--- config.mk ---
export PLATFORM = sky130hd
export DESIGN_NAME = lcd_nibble_receiver_flat
export DESIGN_NICKNAME = d
export VERILOG_FILES = /design/src/rtl/lcd_nibble_receiver_if.sv /design/src/rtl/lcd_nibble_receiver.sv /design/src/flat_wrapper.sv
export SDC_FILE = /design/constraint.sdc
export NUM_CORES = 1
export LEC_CHECK = 0
export BUFFER_PORTS_ARGS = -buffer_cell sky130_fd_sc_hd__buf_2
export CORE_MARGIN = 4
export CORE_UTILIZATION = 60
export DETAILED_ROUTE_END_ITERATION = 6
export GPL_TIMING_DRIVEN = 0
export PLACE_DENSITY = 0.9
export SETUP_SLACK_MARGIN = 0.5
export SLEW_MARGIN = 15
export SYNTH_ARGS = -nofsm -noshare
export SYNTH_HDL_FRONTEND = slang
export SYNTH_SLANG_ARGS = --single-unit
--- constraint.sdc ---
create_clock -name clk -period 6 [get_ports clk]
set_input_delay 0 -clock clk [delete_from_list [all_inputs] [get_ports clk]]
set_output_delay 0 -clock clk [all_outputs]
set_load 0.05 [all_outputs]
--- src/rtl/lcd_nibble_receiver_if.sv ---
// Four-bit HD44780 LCD bus as seen between a driver and the panel.
// master: drives sf_e/e/rs/rw/nibble, reads rd_nibble; slave: the panel side.
interface lcd_nibble_receiver_if;
  logic       sf_e;
  logic       e;
  logic       rs;
  logic       rw;
  logic [3:0] nibble;
  logic [3:0] rd_nibble;

  modport master (
    output sf_e, e, rs, rw, nibble,
    input  rd_nibble
  );

  modport slave (
    input  sf_e, e, rs, rw, nibble,
    output rd_nibble
  );
endinterface

--- src/rtl/lcd_nibble_receiver.sv ---
// HD44780-style LCD controller model: receives the 4-bit bus, decodes
// instructions, tracks cursor/flags, reports char writes, busy and reads.
// Ports: clk, rst_n (sync, active low), bus (slave: strobes in, rd_nibble
// out), char_valid/char_data/char_addr, cur_addr, mode4, disp_on,
// cursor_on, blink_on, inc_dir, clr_pulse, busy, err_overrun.
module lcd_nibble_receiver #(
  parameter int unsigned BUSY_CYCLES = 2000,
  parameter int unsigned CLR_CYCLES  = 82000,
  parameter int unsigned CNT_W       = 17
) (
  input  logic                 clk,
  input  logic                 rst_n,
  lcd_nibble_receiver_if.slave bus,
  output logic                 char_valid,
  output logic [7:0]           char_data,
  output logic [6:0]           char_addr,
  output logic [6:0]           cur_addr,
  output logic                 mode4,
  output logic                 disp_on,
  output logic                 cursor_on,
  output logic                 blink_on,
  output logic                 inc_dir,
  output logic                 clr_pulse,
  output logic                 busy,
  output logic                 err_overrun
);

  typedef enum logic {
    MODE8,
    MODE4
  } mode_e;

  localparam logic [CNT_W-1:0] BUSY_LD = CNT_W'(BUSY_CYCLES);
  localparam logic [CNT_W-1:0] CLR_LD  = CNT_W'(CLR_CYCLES);

  // input synchronizers; e_s3 is the extra stage for edge detect
  logic       e_s1_q, e_s2_q, e_s3_q;
  logic       sf_s1_q, sf_s2_q;
  logic       rs_s1_q, rs_s2_q;
  logic       rw_s1_q, rw_s2_q;
  logic [3:0] nib_s1_q, nib_s2_q;

  mode_e      mode_q, mode_d;
  logic       phase_q, phase_d;
  logic       rd_phase_q, rd_phase_d;
  logic [3:0] hold_nib_q, hold_nib_d;
  logic       hold_rs_q, hold_rs_d;
  logic [CNT_W-1:0] cnt_q, cnt_d;
  logic       char_valid_q, char_valid_d;
  logic [7:0] char_data_q, char_data_d;
  logic [6:0] char_addr_q, char_addr_d;
  logic [6:0] cur_addr_q, cur_addr_d;
  logic       disp_on_q, disp_on_d;
  logic       cursor_on_q, cursor_on_d;
  logic       blink_on_q, blink_on_d;
  logic       inc_dir_q, inc_dir_d;
  logic       clr_pulse_q, clr_pulse_d;
  logic [3:0] rd_nibble_q, rd_nibble_d;
  logic       err_q, err_d;

  logic       strobe;
  logic       busy_now;
  logic [7:0] wr_byte;

  // two-line DDRAM map: 0x00-0x27 and 0x40-0x67
  function automatic logic [6:0] step_addr(
    input logic [6:0] a,
    input logic       inc
  );
    if (inc) begin
      if (a == 7'h27)      return 7'h40;
      else if (a == 7'h67) return 7'h00;
      else                 return a + 7'd1;
    end else begin
      if (a == 7'h00)      return 7'h67;
      else if (a == 7'h40) return 7'h27;
      else                 return a - 7'd1;
    end
  endfunction

  assign strobe   = e_s3_q & ~e_s2_q & sf_s2_q;
  assign busy_now = (cnt_q != '0);
  assign wr_byte  = {hold_nib_q, nib_s2_q};

  always_comb begin
    mode_d       = mode_q;
    phase_d      = phase_q;
    rd_phase_d   = rd_phase_q;
    hold_nib_d   = hold_nib_q;
    hold_rs_d    = hold_rs_q;
    cnt_d        = busy_now ? cnt_q - 1'b1 : cnt_q;
    char_valid_d = 1'b0;
    char_data_d  = char_data_q;
    char_addr_d  = char_addr_q;
    cur_addr_d   = cur_addr_q;
    disp_on_d    = disp_on_q;
    cursor_on_d  = cursor_on_q;
    blink_on_d   = blink_on_q;
    inc_dir_d    = inc_dir_q;
    clr_pulse_d  = 1'b0;
    rd_nibble_d  = rd_nibble_q;
    err_d        = err_q;

    if (strobe && rw_s2_q) begin
      rd_phase_d  = ~rd_phase_q;
      rd_nibble_d = rd_phase_q ? cur_addr_q[3:0]
                               : {busy_now, cur_addr_q[6:4]};
    end else if (strobe) begin
      rd_phase_d = 1'b0;
      if (busy_now) err_d = 1'b1;
      if (mode_q == MODE8) begin
        // only function set to 4-bit (upper nibble 0x2) matters here
        if (!rs_s2_q && nib_s2_q == 4'h2) begin
          mode_d  = MODE4;
          phase_d = 1'b0;
        end
      end else if (!phase_q) begin
        hold_nib_d = nib_s2_q;
        hold_rs_d  = rs_s2_q;
        phase_d    = 1'b1;
      end else begin
        phase_d = 1'b0;
        cnt_d   = BUSY_LD;
        if (hold_rs_q) begin
          char_valid_d = 1'b1;
          char_data_d  = wr_byte;
          char_addr_d  = cur_addr_q;
          cur_addr_d   = step_addr(cur_addr_q, inc_dir_q);
        end else begin
          unique case (1'b1)
            wr_byte[7]: begin
              cur_addr_d = wr_byte[6:0];
            end
            wr_byte[7:6] == 2'b01: begin
            end
            wr_byte[7:6] == 2'b00 && wr_byte[5:4] != 2'b00: begin
            end
            wr_byte[7:3] == 5'b00001: begin
              disp_on_d   = wr_byte[2];
              cursor_on_d = wr_byte[1];
              blink_on_d  = wr_byte[0];
            end
            wr_byte[7:2] == 6'b000001: begin
              inc_dir_d = wr_byte[1];
            end
            wr_byte[7:1] == 7'b0000001: begin
              cur_addr_d = 7'h00;
              cnt_d      = CLR_LD;
            end
            wr_byte == 8'h01: begin
              cur_addr_d  = 7'h00;
              inc_dir_d   = 1'b1;
              clr_pulse_d = 1'b1;
              cnt_d       = CLR_LD;
            end
            default: begin
            end
          endcase
        end
      end
    end
  end

  always_ff @(posedge clk) begin
    if (!rst_n) begin
      e_s1_q       <= 1'b0;
      e_s2_q       <= 1'b0;
      e_s3_q       <= 1'b0;
      sf_s1_q      <= 1'b0;
      sf_s2_q      <= 1'b0;
      rs_s1_q      <= 1'b0;
      rs_s2_q      <= 1'b0;
      rw_s1_q      <= 1'b0;
      rw_s2_q      <= 1'b0;
      nib_s1_q     <= 4'h0;
      nib_s2_q     <= 4'h0;
      mode_q       <= MODE8;
      phase_q      <= 1'b0;
      rd_phase_q   <= 1'b0;
      hold_nib_q   <= 4'h0;
      hold_rs_q    <= 1'b0;
      cnt_q        <= '0;
      char_valid_q <= 1'b0;
      char_data_q  <= 8'h00;
      char_addr_q  <= 7'h00;
      cur_addr_q   <= 7'h00;
      disp_on_q    <= 1'b0;
      cursor_on_q  <= 1'b0;
      blink_on_q   <= 1'b0;
      inc_dir_q    <= 1'b1;
      clr_pulse_q  <= 1'b0;
      rd_nibble_q  <= 4'h0;
      err_q        <= 1'b0;
    end else begin
      e_s1_q       <= bus.e;
      e_s2_q       <= e_s1_q;
      e_s3_q       <= e_s2_q;
      sf_s1_q      <= bus.sf_e;
      sf_s2_q      <= sf_s1_q;
      rs_s1_q      <= bus.rs;
      rs_s2_q      <= rs_s1_q;
      rw_s1_q      <= bus.rw;
      rw_s2_q      <= rw_s1_q;
      nib_s1_q     <= bus.nibble;
      nib_s2_q     <= nib_s1_q;
      mode_q       <= mode_d;
      phase_q      <= phase_d;
      rd_phase_q   <= rd_phase_d;
      hold_nib_q   <= hold_nib_d;
      hold_rs_q    <= hold_rs_d;
      cnt_q        <= cnt_d;
      char_valid_q <= char_valid_d;
      char_data_q  <= char_data_d;
      char_addr_q  <= char_addr_d;
      cur_addr_q   <= cur_addr_d;
      disp_on_q    <= disp_on_d;
      cursor_on_q  <= cursor_on_d;
      blink_on_q   <= blink_on_d;
      inc_dir_q    <= inc_dir_d;
      clr_pulse_q  <= clr_pulse_d;
      rd_nibble_q  <= rd_nibble_d;
      err_q        <= err_d;
    end
  end

  assign char_valid    = char_valid_q;
  assign char_data     = char_data_q;
  assign char_addr     = char_addr_q;
  assign cur_addr      = cur_addr_q;
  assign mode4         = (mode_q == MODE4);
  assign disp_on       = disp_on_q;
  assign cursor_on     = cursor_on_q;
  assign blink_on      = blink_on_q;
  assign inc_dir       = inc_dir_q;
  assign clr_pulse     = clr_pulse_q;
  assign busy          = busy_now;
  assign err_overrun   = err_q;
  assign bus.rd_nibble = rd_nibble_q;

endmodule

--- src/flat_wrapper.sv ---
// flat-port wrapper written by rule: the top's interface ports become plain ports
module lcd_nibble_receiver_flat 
#(
  parameter int unsigned BUSY_CYCLES = 2000,
  parameter int unsigned CLR_CYCLES  = 82000,
  parameter int unsigned CNT_W       = 17
)
  (clk, rst_n, char_valid, char_data, char_addr, cur_addr, mode4, disp_on, cursor_on, blink_on, inc_dir, clr_pulse, busy, err_overrun, bus_sf_e, bus_e, bus_rs, bus_rw, bus_nibble, bus_rd_nibble);
  lcd_nibble_receiver_if bus_i ();
  input  logic clk;
  input  logic rst_n;
  output logic char_valid;
  output logic [7:0] char_data;
  output logic [6:0] char_addr;
  output logic [6:0] cur_addr;
  output logic mode4;
  output logic disp_on;
  output logic cursor_on;
  output logic blink_on;
  output logic inc_dir;
  output logic clr_pulse;
  output logic busy;
  output logic err_overrun;
  input wire logic [$bits(bus_i.sf_e)-1:0] bus_sf_e;
  input wire logic [$bits(bus_i.e)-1:0] bus_e;
  input wire logic [$bits(bus_i.rs)-1:0] bus_rs;
  input wire logic [$bits(bus_i.rw)-1:0] bus_rw;
  input wire logic [$bits(bus_i.nibble)-1:0] bus_nibble;
  output wire logic [$bits(bus_i.rd_nibble)-1:0] bus_rd_nibble;
  assign bus_i.sf_e = bus_sf_e;
  assign bus_i.e = bus_e;
  assign bus_i.rs = bus_rs;
  assign bus_i.rw = bus_rw;
  assign bus_i.nibble = bus_nibble;
  assign bus_rd_nibble = bus_i.rd_nibble;
  lcd_nibble_receiver #(.BUSY_CYCLES(BUSY_CYCLES), .CLR_CYCLES(CLR_CYCLES), .CNT_W(CNT_W)) u_core (.clk(clk), .rst_n(rst_n), .bus(bus_i), .char_valid(char_valid), .char_data(char_data), .char_addr(char_addr), .cur_addr(cur_addr), .mode4(mode4), .disp_on(disp_on), .cursor_on(cursor_on), .blink_on(blink_on), .inc_dir(inc_dir), .clr_pulse(clr_pulse), .busy(busy), .err_overrun(err_overrun));
endmodule
* Word-level counts from Yosys, hierarchy flattened *
Index checks and enable logic that the tools add are counted.

operators by class
  div/mod/pow operators = 0
  $lt $le $gt $ge = 0
  bitwise operators = 10
  equal/unequal tests = 8
  add/subtract/negate cells = 3
  shift operators = 0
  reduce and logical (&&, ||, !) cells = 20
  muxes and demuxes = 25
  $mul = 0

operators by type and width
  kind                   number
  $mux 17                7
  $mux 7                 6
  $reduce_bool 17->1     1
  $sub 17x1->17 const B  1
  $eq 7x7->1 const B     2
  $pmux 7 s2             1
  $reduce_and 6->1       2
  $reduce_and 5->1       2
  $mux 1                 9
  $eq 8x1->1 const B     1
  $not 1->1              8
  $add 7x1->7 const B    1
  $eq 7x1->1 const B     1
  $eq 7x6->1 const B     1
  $logic_not 7->1        1
  $sub 7x1->7 const B    1
  $eq 6x1->1 const B     1
  $reduce_and 3->1       2
  $reduce_bool 2->1      3
  $reduce_or 6->1        1
  $eq 5x1->1 const B     1
  $reduce_or 5->1        1
  $eq 4x2->1 const B     1
  $mux 4                 1
  other kinds (8)        10

storage, ports and cells
  logic and storage cells = 94
  bits in latches = 0
  output and inout port bits = 35
  RAM bits = 0
  bits of input ports = 10
  register bits after elaboration = 75
  bits in read-only memories = 0
  memories = 0

* Logic depth before layout (Yosys ltp) *
Gate-level depths: netlist of run 1.

  word-level depth = 8
  mapped depth = 7
  depth with buffers taken out = 6

* Worst setup path before layout of run 1 *
No wires, ideal clock.

  path kind = register to register
  start point = reg u_core.cnt_q[0]
  end point = reg u_core.cnt_q[6]
  path slack = 3.782 ns
  data required time = 5.878 ns
  clock period less this slack = 2.218 ns
  data arrival time = 2.096 ns
  stages on the path, launching flop included = 7
  library setup time = 0.122 ns
  cell sequence = dfxtp_1 -> inv_1 -> ha_1 -> or4b_1 -> nor3_2 -> nand2_1 -> o311a_1

on the way
  word-level cells in the longest chain between the ends = 6
  elaborated cells between the ends (all ways) = 7
  classes of those cells = add/sub: 1; mux: 5; reduce/logical: 1

ends and longest elaborated chain
  element                 RTL line                    text
  start, declared         lcd_nibble_receiver.sv:48   logic [CNT_W-1:0] cnt_q, cnt_d;
  start signal, assigned  lcd_nibble_receiver.sv:211  cnt_q <= cnt_d;
  $reduce_bool 17->1 (*)  lcd_nibble_receiver.sv:82   assign busy_now = (cnt_q != '0);
  net busy                flat_wrapper.sv:22          output logic busy;
  $mux 17 (*)             lcd_nibble_receiver.sv:91   cnt_d = busy_now ? cnt_q - 1'b1 : cnt_q;
  $mux 17                 lcd_nibble_receiver.sv:117  end else if (!phase_q) begin
  $mux 17                 lcd_nibble_receiver.sv:111  if (mode_q == MODE8) begin
  $mux 17                 lcd_nibble_receiver.sv:108  end else if (strobe) begin
  $mux 17 (*)             lcd_nibble_receiver.sv:104  if (strobe && rw_s2_q) begin

Mark *: on every way through the listed nets, which the timed path passes. The rest lies on a longest branch.
A chain may end at the register's enable or synchronous reset.

* Final worst setup path of run 1 *
  start point = reg u_core.cnt_q[0]
  end point = reg u_core.cnt_q[4]

on the way
  word-level cells in the longest chain between the ends = 6
  elaborated cells between the ends (all ways) = 7
  classes of those cells = add/sub: 1; mux: 5; reduce/logical: 1

ends and longest elaborated chain
  element                                                     RTL line
  $sub 17x1->17 / $reduce_bool 17->1 (equally long branches)  lcd_nibble_receiver.sv:91, lcd_nibble_receiver.sv:82
  $mux 17 (*)                                                 lcd_nibble_receiver.sv:91
  $mux 17                                                     lcd_nibble_receiver.sv:117
  $mux 17                                                     lcd_nibble_receiver.sv:111
  $mux 17                                                     lcd_nibble_receiver.sv:108
  $mux 17 (*)                                                 lcd_nibble_receiver.sv:104

Every way passes the cells marked *; elsewhere a longest branch is shown, timed or not.

==> metrics.txt, run 1 <==
Clock Latency Late Sink=roughly 0.36 ns; Register Area=between 0.0015 and 0.002 mm^2; # H-tree levels=3; VDD IR max=0.355 mV; PD cells=about 340 mW/mm^2; die footprint=between 0.007 and 0.008 mm^2; commonest non-fill, non-tap cell in the layout=dfxtp_1; grt met1 use=around a third; largest net degree at the start of global routing=14; maximum root-to-sink buffer count=2; final instance area=0.00402 mm^2; drt pass-1 iters=5; GRT Util Overall=approximately 26%; first-pass GRT wire length=roughly 15000 um; port bufs=43; Ports=between 40 and 50; slowest cell on the critical path=or4b_1; post-route setup slack=between 3 and 4 ns; Synth async-reset ratio=0%; setup violators final=0; fin nets=478; Top Usage Layer GRT=met2; Cells after Synth=approximately 400; Crit Path Max Fanout=10; Die H=~84 um; initial antenna violation count=0; grt met2 use=between 40% and 50%; Hold WC Path Type=in2reg; routed via count=~3400; Final GP Congestion=just over 0.9; DRC=0; DRT antenna net count=0; commonest cells after routing, fill and taps aside=dfxtp_1, nand2_1, buf_2, a21oi_1, clkbuf_1; Cell variety after synth=between 60 and 70; Pleak=between 1.5 and 2 nW; Net Count, Synth=around 420; fraction of layout cells with a size suffix above 1=between 10% and 20%; #FFs+latches synth=75; CP arrival=2.54 ns; Final Max Slew Viols=0; Critical Path Max Stage Delay=just over 0.5 ns; RSZ-0062 raised after global routing=false; leading post-synthesis cells by cell area=dfxtp_1, a21oi_1, nand2_1, mux2i_1, and2_1; via/cell ratio=6.24; CTS tree=yes; Worst setup SP type=register; crit path time final=between 2 and 2.5 ns; clock sinks=75; post-synth top area cell=dfxtp_1; cells along the critical path=inv_1 -> ha_1 -> or4b_1 -> nor3_2 -> buf_2 -> a21oi_1 -> o31a_1; Routed Wire Length=a little under 9000 um; Layout Utilization=72.5%; ant diodes=0; initial core utilization=about 62%; core area=roughly 0.0055 mm^2; WL per Instance=around 16 um; Setup Buffers After CTS=0; Hold Fails Final Rpt=0; Area after DPL=approximately 0.0037 mm^2; row count=27; hpwl dp=6110 um; relative slew slack=a little over a third; EDFF count, synth=0; sequential share of the synthesized area=between 40% and 50%; Syn Std Cell Area=0.00344 mm^2; DRT iter0 DRCs=about 350; Clock Skew=between 0.009 and 0.01 ns; pre-CTS setup slack=around 3.7 ns; die width=about 84 um; Crit path required time=6.25 ns; cts bufs inserted=9; Clock Tree Root=clkbuf_8; multi-input logic area=0.00179 mm^2; CP top delay family=simple AND/OR/NAND/NOR gates; TNS Setup=0 ns; area grow syn2layout=16.9%; number of global-route vias before repair=around 3200; status=complete, no violations; f_max=~0.44 GHz; Syn Area/Cell=~8.5 um^2; WS Path Type=reg2reg; Slew @ Worst Pin=roughly 0.98 ns; Layout fillers=between 400 and 500; Synth top area share=roughly 44%; period utilization=38.2%; CP Buf/Inv Count=2; GR Overflow Total=0; M3 GR Usage=approximately 5.4%; total of max-cap violations=0; critical path capture point type=register; Main synth FF type=dfxtp_1; Synth warnings=0; CTS clock-pin slew for the worst setup and hold paths=0.08 ns
[power by group]
| part | leakage, nW | internal [mW] | switching (mW) |
|---|---|---|---|
| combinational | 0.872 | 0.154 | 0.223 |
| sequential | 0.610 | 0.540 | 0.0446 |
| clock | 0.0885 | 0.192 | 0.194 |
| total | 1.57 | 0.886 | 0.462 |
[synthesized netlist by cell type (all sizes together) (2+ instances only)]
library cell  instances
a311oi                2
nor2                 23
a2bb2oi               2
nor3b                 2
o22ai                 2
nor2b                 5
o211ai                3
buf                   2
o221ai                2
o32ai                 3
nand3                12
mux2i                12
inv                   9
a31oi                 8
o21ai                15
dfxtp                75
a21o                  2
o311a                 2
xor2                  2
or4                  10
or3                   8
nand4                 8
nor3                 10
o31a                  3
or2                   4
nand3b                2
nand2                45
and4                  2
nand2b                6
o31ai                 5
or4b                  3
ha                    4
o2111ai               2
o41ai                 2
a21oi                37
a211oi                3
and2                 19
nor4                  3
clkbuf               25
[path summary, 6_finish.rpt]
path / depth (start not counted) / slack (ns) / end / start
worst max register to register: 7 / 3.71 / u_core.cnt_q[4] / u_core.cnt_q[0]
worst min-delay path: 3 / 0.15 / u_core.cur_addr[6] / rst_n
worst max-delay path: 7 / 3.71 / u_core.cnt_q[4] / u_core.cnt_q[0]
worst min register to register: 1 / 0.44 / u_core.sf_s2_q / u_core.sf_s1_q
[layout make-up]
cell class	instances	share of cell area [%]
plain buffers	27	2.56
well taps	72	2.24
clock inverters	6	1.65
clock buffers	10	3.18
repair buffers	51	7.35
flip-flops and latches	75	37.4
inverters	10	0.935
multi-input cells	290	44.7
[flip-flops by register name, indices dropped and copies added, names as in the netlist, 4 cells and up]
name and cells:
u_core.nib_s2_q 4, u_core.bus.rd_nibble 4, u_core.cnt_q 17, u_core.char_data 8, u_core.char_addr 7, u_core.nib_s1_q 4, u_core.hold_nib_q 4, u_core.cur_addr 7
[per-stage QoR]
step           instances  power [mW]  hold WS [ns]
2_1_floorplan        402       0.872         0.127
3_3_place_gp         517       0.934         0.205
3_5_place_dp         517       0.956         0.209
4_1_cts              541        1.34         0.121
5_1_grt              541        1.42         0.173
6_report             541        1.35         0.146
[tightest hold or removal path: stages]
cell and delay (ns):
clkbuf_1 0.20, nand2_1 0.12, o221ai_1 0.11
[logic make-up (layout without fill, tap and decap cells)]
kind of cell,Yosys count,in the layout,share of synthesized area [%]
AND/OR/NAND/NOR,167,167,26.4
AO/OA/AOI/OAI,103,103,19.8
flip-flops,75,75,43.7
buffers and inverters,37,104,4.08
multiplexers,13,13,3.82
adder cells (fa/ha/maj),4,4,1.46
XOR/XNOR,3,3,0.765
[repair_timing]
action	4_1_cts	5_1_grt
hold buffers	8	0
hold endpoints to repair	8	0
resized for setup	0	0
[layer usage]
metal / up-vias / part of all wire [%]
met5: - / 0
met2: 186 / 48
met3: 27 / 7.6
li1: 1590 / -
met4: 0 / 2.8
met1: 1574 / 42
No activity file was read; power rests on OpenSTA's default activity.
==> run 2, diff against run 1 <==
--- a/config.mk
+++ b/config.mk
@@ -7,10 +7,10 @@
 export LEC_CHECK = 0
 export BUFFER_PORTS_ARGS = -buffer_cell sky130_fd_sc_hd__buf_2
 export CORE_MARGIN = 4
-export CORE_UTILIZATION = 60
+export CORE_UTILIZATION = 52
 export DETAILED_ROUTE_END_ITERATION = 6
 export GPL_TIMING_DRIVEN = 0
-export PLACE_DENSITY = 0.9
+export PLACE_DENSITY = 0.84
 export SETUP_SLACK_MARGIN = 0.5
 export SLEW_MARGIN = 15
 export SYNTH_ARGS = -nofsm -noshare
==> constraint.sdc (replaced) <==
create_clock -name clk -period 2.05 [get_ports clk]
set_input_delay 0 -clock clk [delete_from_list [all_inputs] [get_ports clk]]
set_output_delay 0 -clock clk [all_outputs]
set_load 0.05 [all_outputs]
==> run 2 against run 1 <==
- the flow now finishes with violations (design-rule violations)
- cell count is 9.4% higher
- worst hold slack improved by 0.061 ns
- design area rose by 24%
- non-clock buffer count increased by 46
- clock skew rose by 0.0069 ns
- clock power rose to 3.4 times the previous value
- register-to-register slack got worse by 3.7 ns
- combinational power rose to 6.4 times the previous value
- sequential share of layout area decreased by 6.3 points
- count of clock-buffer cells in the layout is 2 higher
- critical path type unchanged
- largest power group is now combinational cells
==> metrics.txt, run 2 (synthesized netlist as in run 1, its figures left out) <==
initial core utilization=53.8% (was 62.0%); largest net degree at the start of global routing=13 (was 14); CTS tree=yes (unchanged); Crit Path Max Fanout=5 (was 10); Clock Skew=0.0167 ns (was 0.00976 ns); GRT Util Overall=28.8% (was 25.9%); post-route setup slack=0.0203 ns (was 3.71 ns); Hold Fails Final Rpt=0 (unchanged); core area=0.00639 mm^2 (was 0.00554 mm^2); Slew @ Worst Pin=0.635 ns (was 0.976 ns); failing checks=design-rule violations; TNS Setup=0 ns (unchanged); commonest non-fill, non-tap cell in the layout=dfxtp_1 (unchanged); hpwl dp=6070 um (was 6110 um); number of global-route vias before repair=3543 (was 3186); Pleak=2.02 nW (was 1.57 nW); commonest cells after routing, fill and taps aside=dfxtp_1, buf_2, nand2_1, buf_4, a21oi_1 (was dfxtp_1, nand2_1, buf_2, a21oi_1, clkbuf_1); area grow syn2layout=44.9% (was 16.9%); Routed Wire Length=12400 um (was 8840 um); Hold WC Path Type=in2reg (unchanged); crit path time final=2.03 ns (was 2.29 ns); row count=29 (was 27); initial antenna violation count=0 (unchanged); Die H=89.3 um (was 83.7 um); via/cell ratio=6.72 (was 6.24); cts bufs inserted=9 (unchanged); DRC=2 (was 0); status=complete, but fails checks (was complete, no violations); setup violators final=0 (unchanged); final instance area=0.00498 mm^2 (was 0.00402 mm^2); multi-input logic area=0.00215 mm^2 (was 0.00179 mm^2); Area after DPL=0.00387 mm^2 (was 0.00374 mm^2); GR Overflow Total=0 (unchanged); relative slew slack=57.7% (was 34.8%); Worst setup SP type=register (unchanged); first-pass GRT wire length=17600 um (was 14800 um); Final Max Slew Viols=0 (unchanged); die footprint=0.00797 mm^2 (was 0.00700 mm^2); RSZ-0062 raised after global routing=true (was false); routed via count=3978 (was 3377); f_max=0.493 GHz (was 0.436 GHz); DRT iter0 DRCs=619 (was 353); die width=89.3 um (was 83.7 um); fraction of layout cells with a size suffix above 1=38.4% (was 14.9%); Final GP Congestion=0.898 (was 0.908); period utilization=99.0% (was 38.2%); CP arrival=2.33 ns (was 2.54 ns); critical path capture point type=register (unchanged); ant diodes=0 (unchanged); Layout fillers=349 (was 426); VDD IR max=1.15 mV (was 0.355 mV); Crit path required time=2.35 ns (was 6.25 ns); CTS clock-pin slew for the worst setup and hold paths=0.09 ns (was 0.08 ns); maximum root-to-sink buffer count=2 (unchanged); Ports=45 (unchanged); # H-tree levels=3 (unchanged); WS Path Type=reg2reg (unchanged); clock sinks=75 (unchanged); port bufs=43 (unchanged); largest register by flop count=u_core.cnt_q (unchanged); total of max-cap violations=0 (unchanged); drt pass-1 iters=7 (was 5); DRT antenna net count=0 (unchanged); Clock Tree Root=clkbuf_8 (unchanged); Register Area=0.00155 mm^2 (was 0.00150 mm^2); fin nets=524 (was 478); Clock Latency Late Sink=0.36 ns (about the same); Largest register FFs=17 (unchanged); PD cells=1100 mW/mm^2 (was 336 mW/mm^2); pre-CTS setup slack=-0.136 ns (was 3.75 ns); WL per Instance=21.0 um (was 16.3 um)
-- run 2: cell types whose count changed in the layout (fill, tap and decap cells not counted), moves of 4 or more --
cell and delta:
buf_4 +34, dfxtp_4 +9, a21oi_2 +8, or4_1 -4, or4_4 +4, o21ai_0 -4, dfxtp_2 +9, clkbuf_1 -11
dfxtp_1 -18, buf_6 +10, a21oi_1 -9, inv_1 -5, nor3_1 -4
-- run 2: metal layers --
metal / part of all wire (%) / vias to the layer above / track usage [%]
met5: 0 / - / 0
met4: 4.4 / 0 / 12.4
met3: 12 / 90 / 5.62
met2: 48 / 376 / 48.7
met1: 36 / 1825 / 35.5
li1: - / 1687 / -
-- run 2: per-stage QoR --
step | hold WS, ns | cells | utilization (%) | total power [mW]
floorplan | 0.127 | 402 | - | 2.67
global placement | 0.205 | 522 | 60.6 | 2.86
detailed placement | 0.210 | 522 | 60.6 | 2.92
CTS | 0.147 | 575 | 73.0 | 4.81
global route | 0.195 | 592 | 77.9 | 5.68
finish | 0.207 | 592 | 77.9 | 5.50
-- run 2: where the power goes --
group	internal (mW)	total [mW]	switching, mW
Sequential	1.60	1.77	0.174
Clock	0.752	1.31	0.560
Combinational	1.23	2.42	1.18
Total	3.58	5.50	1.92
-- run 2: path summary, 6_finish.rpt --
path | cells past startpoint | from | end | slack [ns]
max | 4 | u_core.cnt_q[5] | u_core.cnt_q[13] | 0.02
min | 3 | rst_n | u_core.cur_addr[3] | 0.21
max reg2reg | 4 | u_core.cnt_q[5] | u_core.cnt_q[13] | 0.02
min reg2reg | 1 | u_core.sf_s1_q | u_core.sf_s2_q | 0.43
-- run 2: area by class of cell --
| type | instances | area share, % |
|---|---|---|
| Timing Repair Buffer | 97 | 14.3 |
| Inverter | 10 | 1.26 |
| Buffer | 27 | 3.67 |
| Tap cell | 77 | 1.94 |
| Clock buffer | 12 | 3.12 |
| Sequential cell | 75 | 31.1 |
| Clock inverter | 4 | 1.43 |
| Multi-Input combinational cell | 290 | 43.3 |
-- run 2: critical path: stages (launching register included) --
cell and delay [ns]:
dfxtp_1 0.39, or3_1 0.42, or4_4 0.53, or4b_1 0.50, a21oi_2 0.13
-- run 2: repair_timing --
item | in CTS | in global routing
endpoints found under the hold margin | 8 | 0
hold buffers | 8 | 0
buffers inserted | 26 | 16
resized for setup | 66 | 49
gates cloned | 3 | 1
endpoints found under the setup margin | 50 | 50
pin swaps | 26 | 18
==> run 3, diff against run 2 <==
--- a/config.mk
+++ b/config.mk
@@ -10,7 +10,7 @@
 export CORE_UTILIZATION = 52
 export DETAILED_ROUTE_END_ITERATION = 6
 export GPL_TIMING_DRIVEN = 0
-export PLACE_DENSITY = 0.84
+export PLACE_DENSITY = 0.83
 export SETUP_SLACK_MARGIN = 0.5
 export SLEW_MARGIN = 15
 export SYNTH_ARGS = -nofsm -noshare
==> run 3 against run 2 <==
- the run ends with negative setup slack left
- worst hold slack lost 0.037 ns
- non-clock buffer count down 4
- die area did not move
- utilization shrank 2.1 points
- wire length shrank 6.0%
- global-route usage is 2.6 points lower
- sequential share of layout area up 0.68 points
- register-to-register slack worse by 0.06 ns
- count of clock-buffer cells in the layout fell by 2
- critical path depth rose by 5
- critical path type unchanged
- largest power group unchanged
==> metrics.txt, run 3 (synthesized netlist as in run 1, its figures left out) <==
status=complete, but fails checks (unchanged); failing checks=negative setup slack (was design-rule violations); largest net degree at the start of global routing=14 (was 13); Routed Wire Length=11700 um (was 12400 um); routed via count=3848 (was 3978); Clk pwr share=23.1% (was 23.9%); Final Max Slew Viols=0 (unchanged); CP arrival=2.34 ns (was 2.33 ns); DRT antenna net count=0 (unchanged); PD cells=1060 mW/mm^2 (was 1100 mW/mm^2); Pint=3.32 mW (was 3.58 mW); Hold Fails Final Rpt=0 (unchanged); sequential fraction of design power=34.0% (was 32.2%); DRT iter0 DRCs=465 (was 619); Final GP Congestion=0.903 (was 0.898); VDD IR max=0.803 mV (was 1.15 mV); CTS clock-pin slew for the worst setup and hold paths=0.08 ns (was 0.09 ns); die width=89.3 um (unchanged); f_max=0.479 GHz (was 0.493 GHz); Sw Share=35.1% (was 34.9%); largest register by flop count=u_core.cnt_q (unchanged); CTS tree=yes (unchanged); clock sinks=75 (unchanged); Clock Tree Root=clkbuf_8 (unchanged); area grow syn2layout=41.0% (was 44.9%); Die H=89.3 um (unchanged); crit path time final=2.09 ns (was 2.03 ns); pre-CTS setup slack=-0.116 ns (was -0.136 ns); Ports=45 (unchanged); commonest non-fill, non-tap cell in the layout=dfxtp_1 (unchanged); post-route setup slack=-0.0396 ns (was 0.0203 ns); drt pass-1 iters=6 (was 7); Clock Skew=0.0121 ns (was 0.0167 ns); Non-Filler Instances=588 (was 592); GRT Util Overall=26.2% (was 28.8%); Largest register FFs=17 (unchanged); core area=0.00639 mm^2 (unchanged); commonest cells after routing, fill and taps aside=dfxtp_1, nand2_1, buf_2, buf_4, a21oi_1 (was dfxtp_1, buf_2, nand2_1, buf_4, a21oi_1); # H-tree levels=3 (unchanged); port bufs=43 (unchanged); WL per Instance=19.9 um (was 21.0 um); Tot Pwr=5.11 mW (was 5.50 mW); Pleak=1.95 nW (was 2.02 nW); reg2reg setup slack=-0.04 ns (was 0.02 ns); number of global-route vias before repair=3429 (was 3543); DRC=0 (was 2); setup violators final=3 (was 0); power share of the combinational group=42.9% (was 44.0%); ant diodes=0 (unchanged); Switch Pwr=1.80 mW (was 1.92 mW); Worst setup SP type=register (unchanged); via/cell ratio=6.54 (was 6.72); period utilization=102% (was 99.0%); WS Path Type=reg2reg (unchanged); Layout Utilization=75.8% (was 77.9%); Clock Latency Late Sink=0.36 ns (about the same); first-pass GRT wire length=16200 um (was 17600 um); Crit Path Max Fanout=5 (unchanged); cts bufs inserted=9 (unchanged); fraction of layout cells with a size suffix above 1=36.2% (was 38.4%); Crit path required time=2.30 ns (was 2.35 ns); initial antenna violation count=0 (unchanged); fin nets=520 (was 524); row count=29 (unchanged); Hold WC Path Type=in2reg (unchanged); GR Overflow Total=0 (unchanged); hpwl dp=5960 um (was 6070 um); die footprint=0.00797 mm^2 (unchanged); maximum root-to-sink buffer count=2 (unchanged); placed cell count=522 (unchanged); TNS Setup=-0.0939 ns (was 0 ns); critical path capture point type=register (unchanged); total of max-cap violations=0 (unchanged); RSZ-0062 raised after global routing=true (unchanged); initial core utilization=53.8% (unchanged); Slew @ Worst Pin=0.680 ns (was 0.635 ns); relative slew slack=54.5% (was 57.7%)
-- run 3: per-layer routing --
layer	vias up	global-route usage (%)	wire length (um)
li1	1673	-	-
met1	1802	32.3	4550
met2	301	41.5	5440
met3	72	7.56	1150
met4	0	13.7	560
met5	-	0	0
-- run 3: worst paths after layout --
| kind | end | from | depth (start not counted) |
|---|---|---|---|
| setup / recovery | u_core.bus.rd_nibble[3] | u_core.cnt_q[0] | 9 |
| hold / removal | u_core.cur_addr[6] | rst_n | 3 |
| setup reg to reg | u_core.bus.rd_nibble[3] | u_core.cnt_q[0] | 9 |
| hold reg to reg | u_core.rw_s2_q | u_core.rw_s1_q | 1 |
-- run 3: layout make-up --
class	instances	area (um^2)
multi-input cells	290	2100
fillers	355	1540
flip-flops and latches	75	1540
repair buffers	93	667
plain buffers	27	181
clock buffers	10	138
well taps	77	96.3
clock inverters	6	65.1
inverters	10	61.3
-- run 3: metrics by stage --
step	hold slack [ns]	area [um^2]
6_report	0.170	4840
5_1_grt	0.180	4840
4_1_cts	0.109	4560
3_5_place_dp	0.209	3870
3_3_place_gp	0.205	3870
2_1_floorplan	0.127	3560
-- run 3: power groups by stage --
stage                     Combinational [mW]  Sequential (mW)  Clock [mW]
final                                   2.19             1.74        1.18
after global routing                    2.31             1.74        1.25
after CTS                               1.70             1.70        1.17
after detailed placement                1.16             1.74           0
after global placement                  1.13             1.73           0
after floorplan                        0.960             1.71           0
-- run 3: what timing repair did --
item / CTS / global route
hold buffers: 8 / 0
gates cloned: 3 / 0
endpoints found under the setup margin: 50 / 47
hold endpoints to repair: 8 / 0
pin swaps: 18 / 24
buffers inserted: 23 / 16
resized for setup: 49 / 51
-- run 3: critical path, stage by stage, from the launching register on --
cell	delay, ns
dfxtp_2	0.34
inv_4	0.07
buf_12	0.09
ha_4	0.11
or4b_4	0.50
nor3_4	0.25
buf_6	0.15
buf_6	0.13
nand3b_1	0.09
a41o_1	0.25
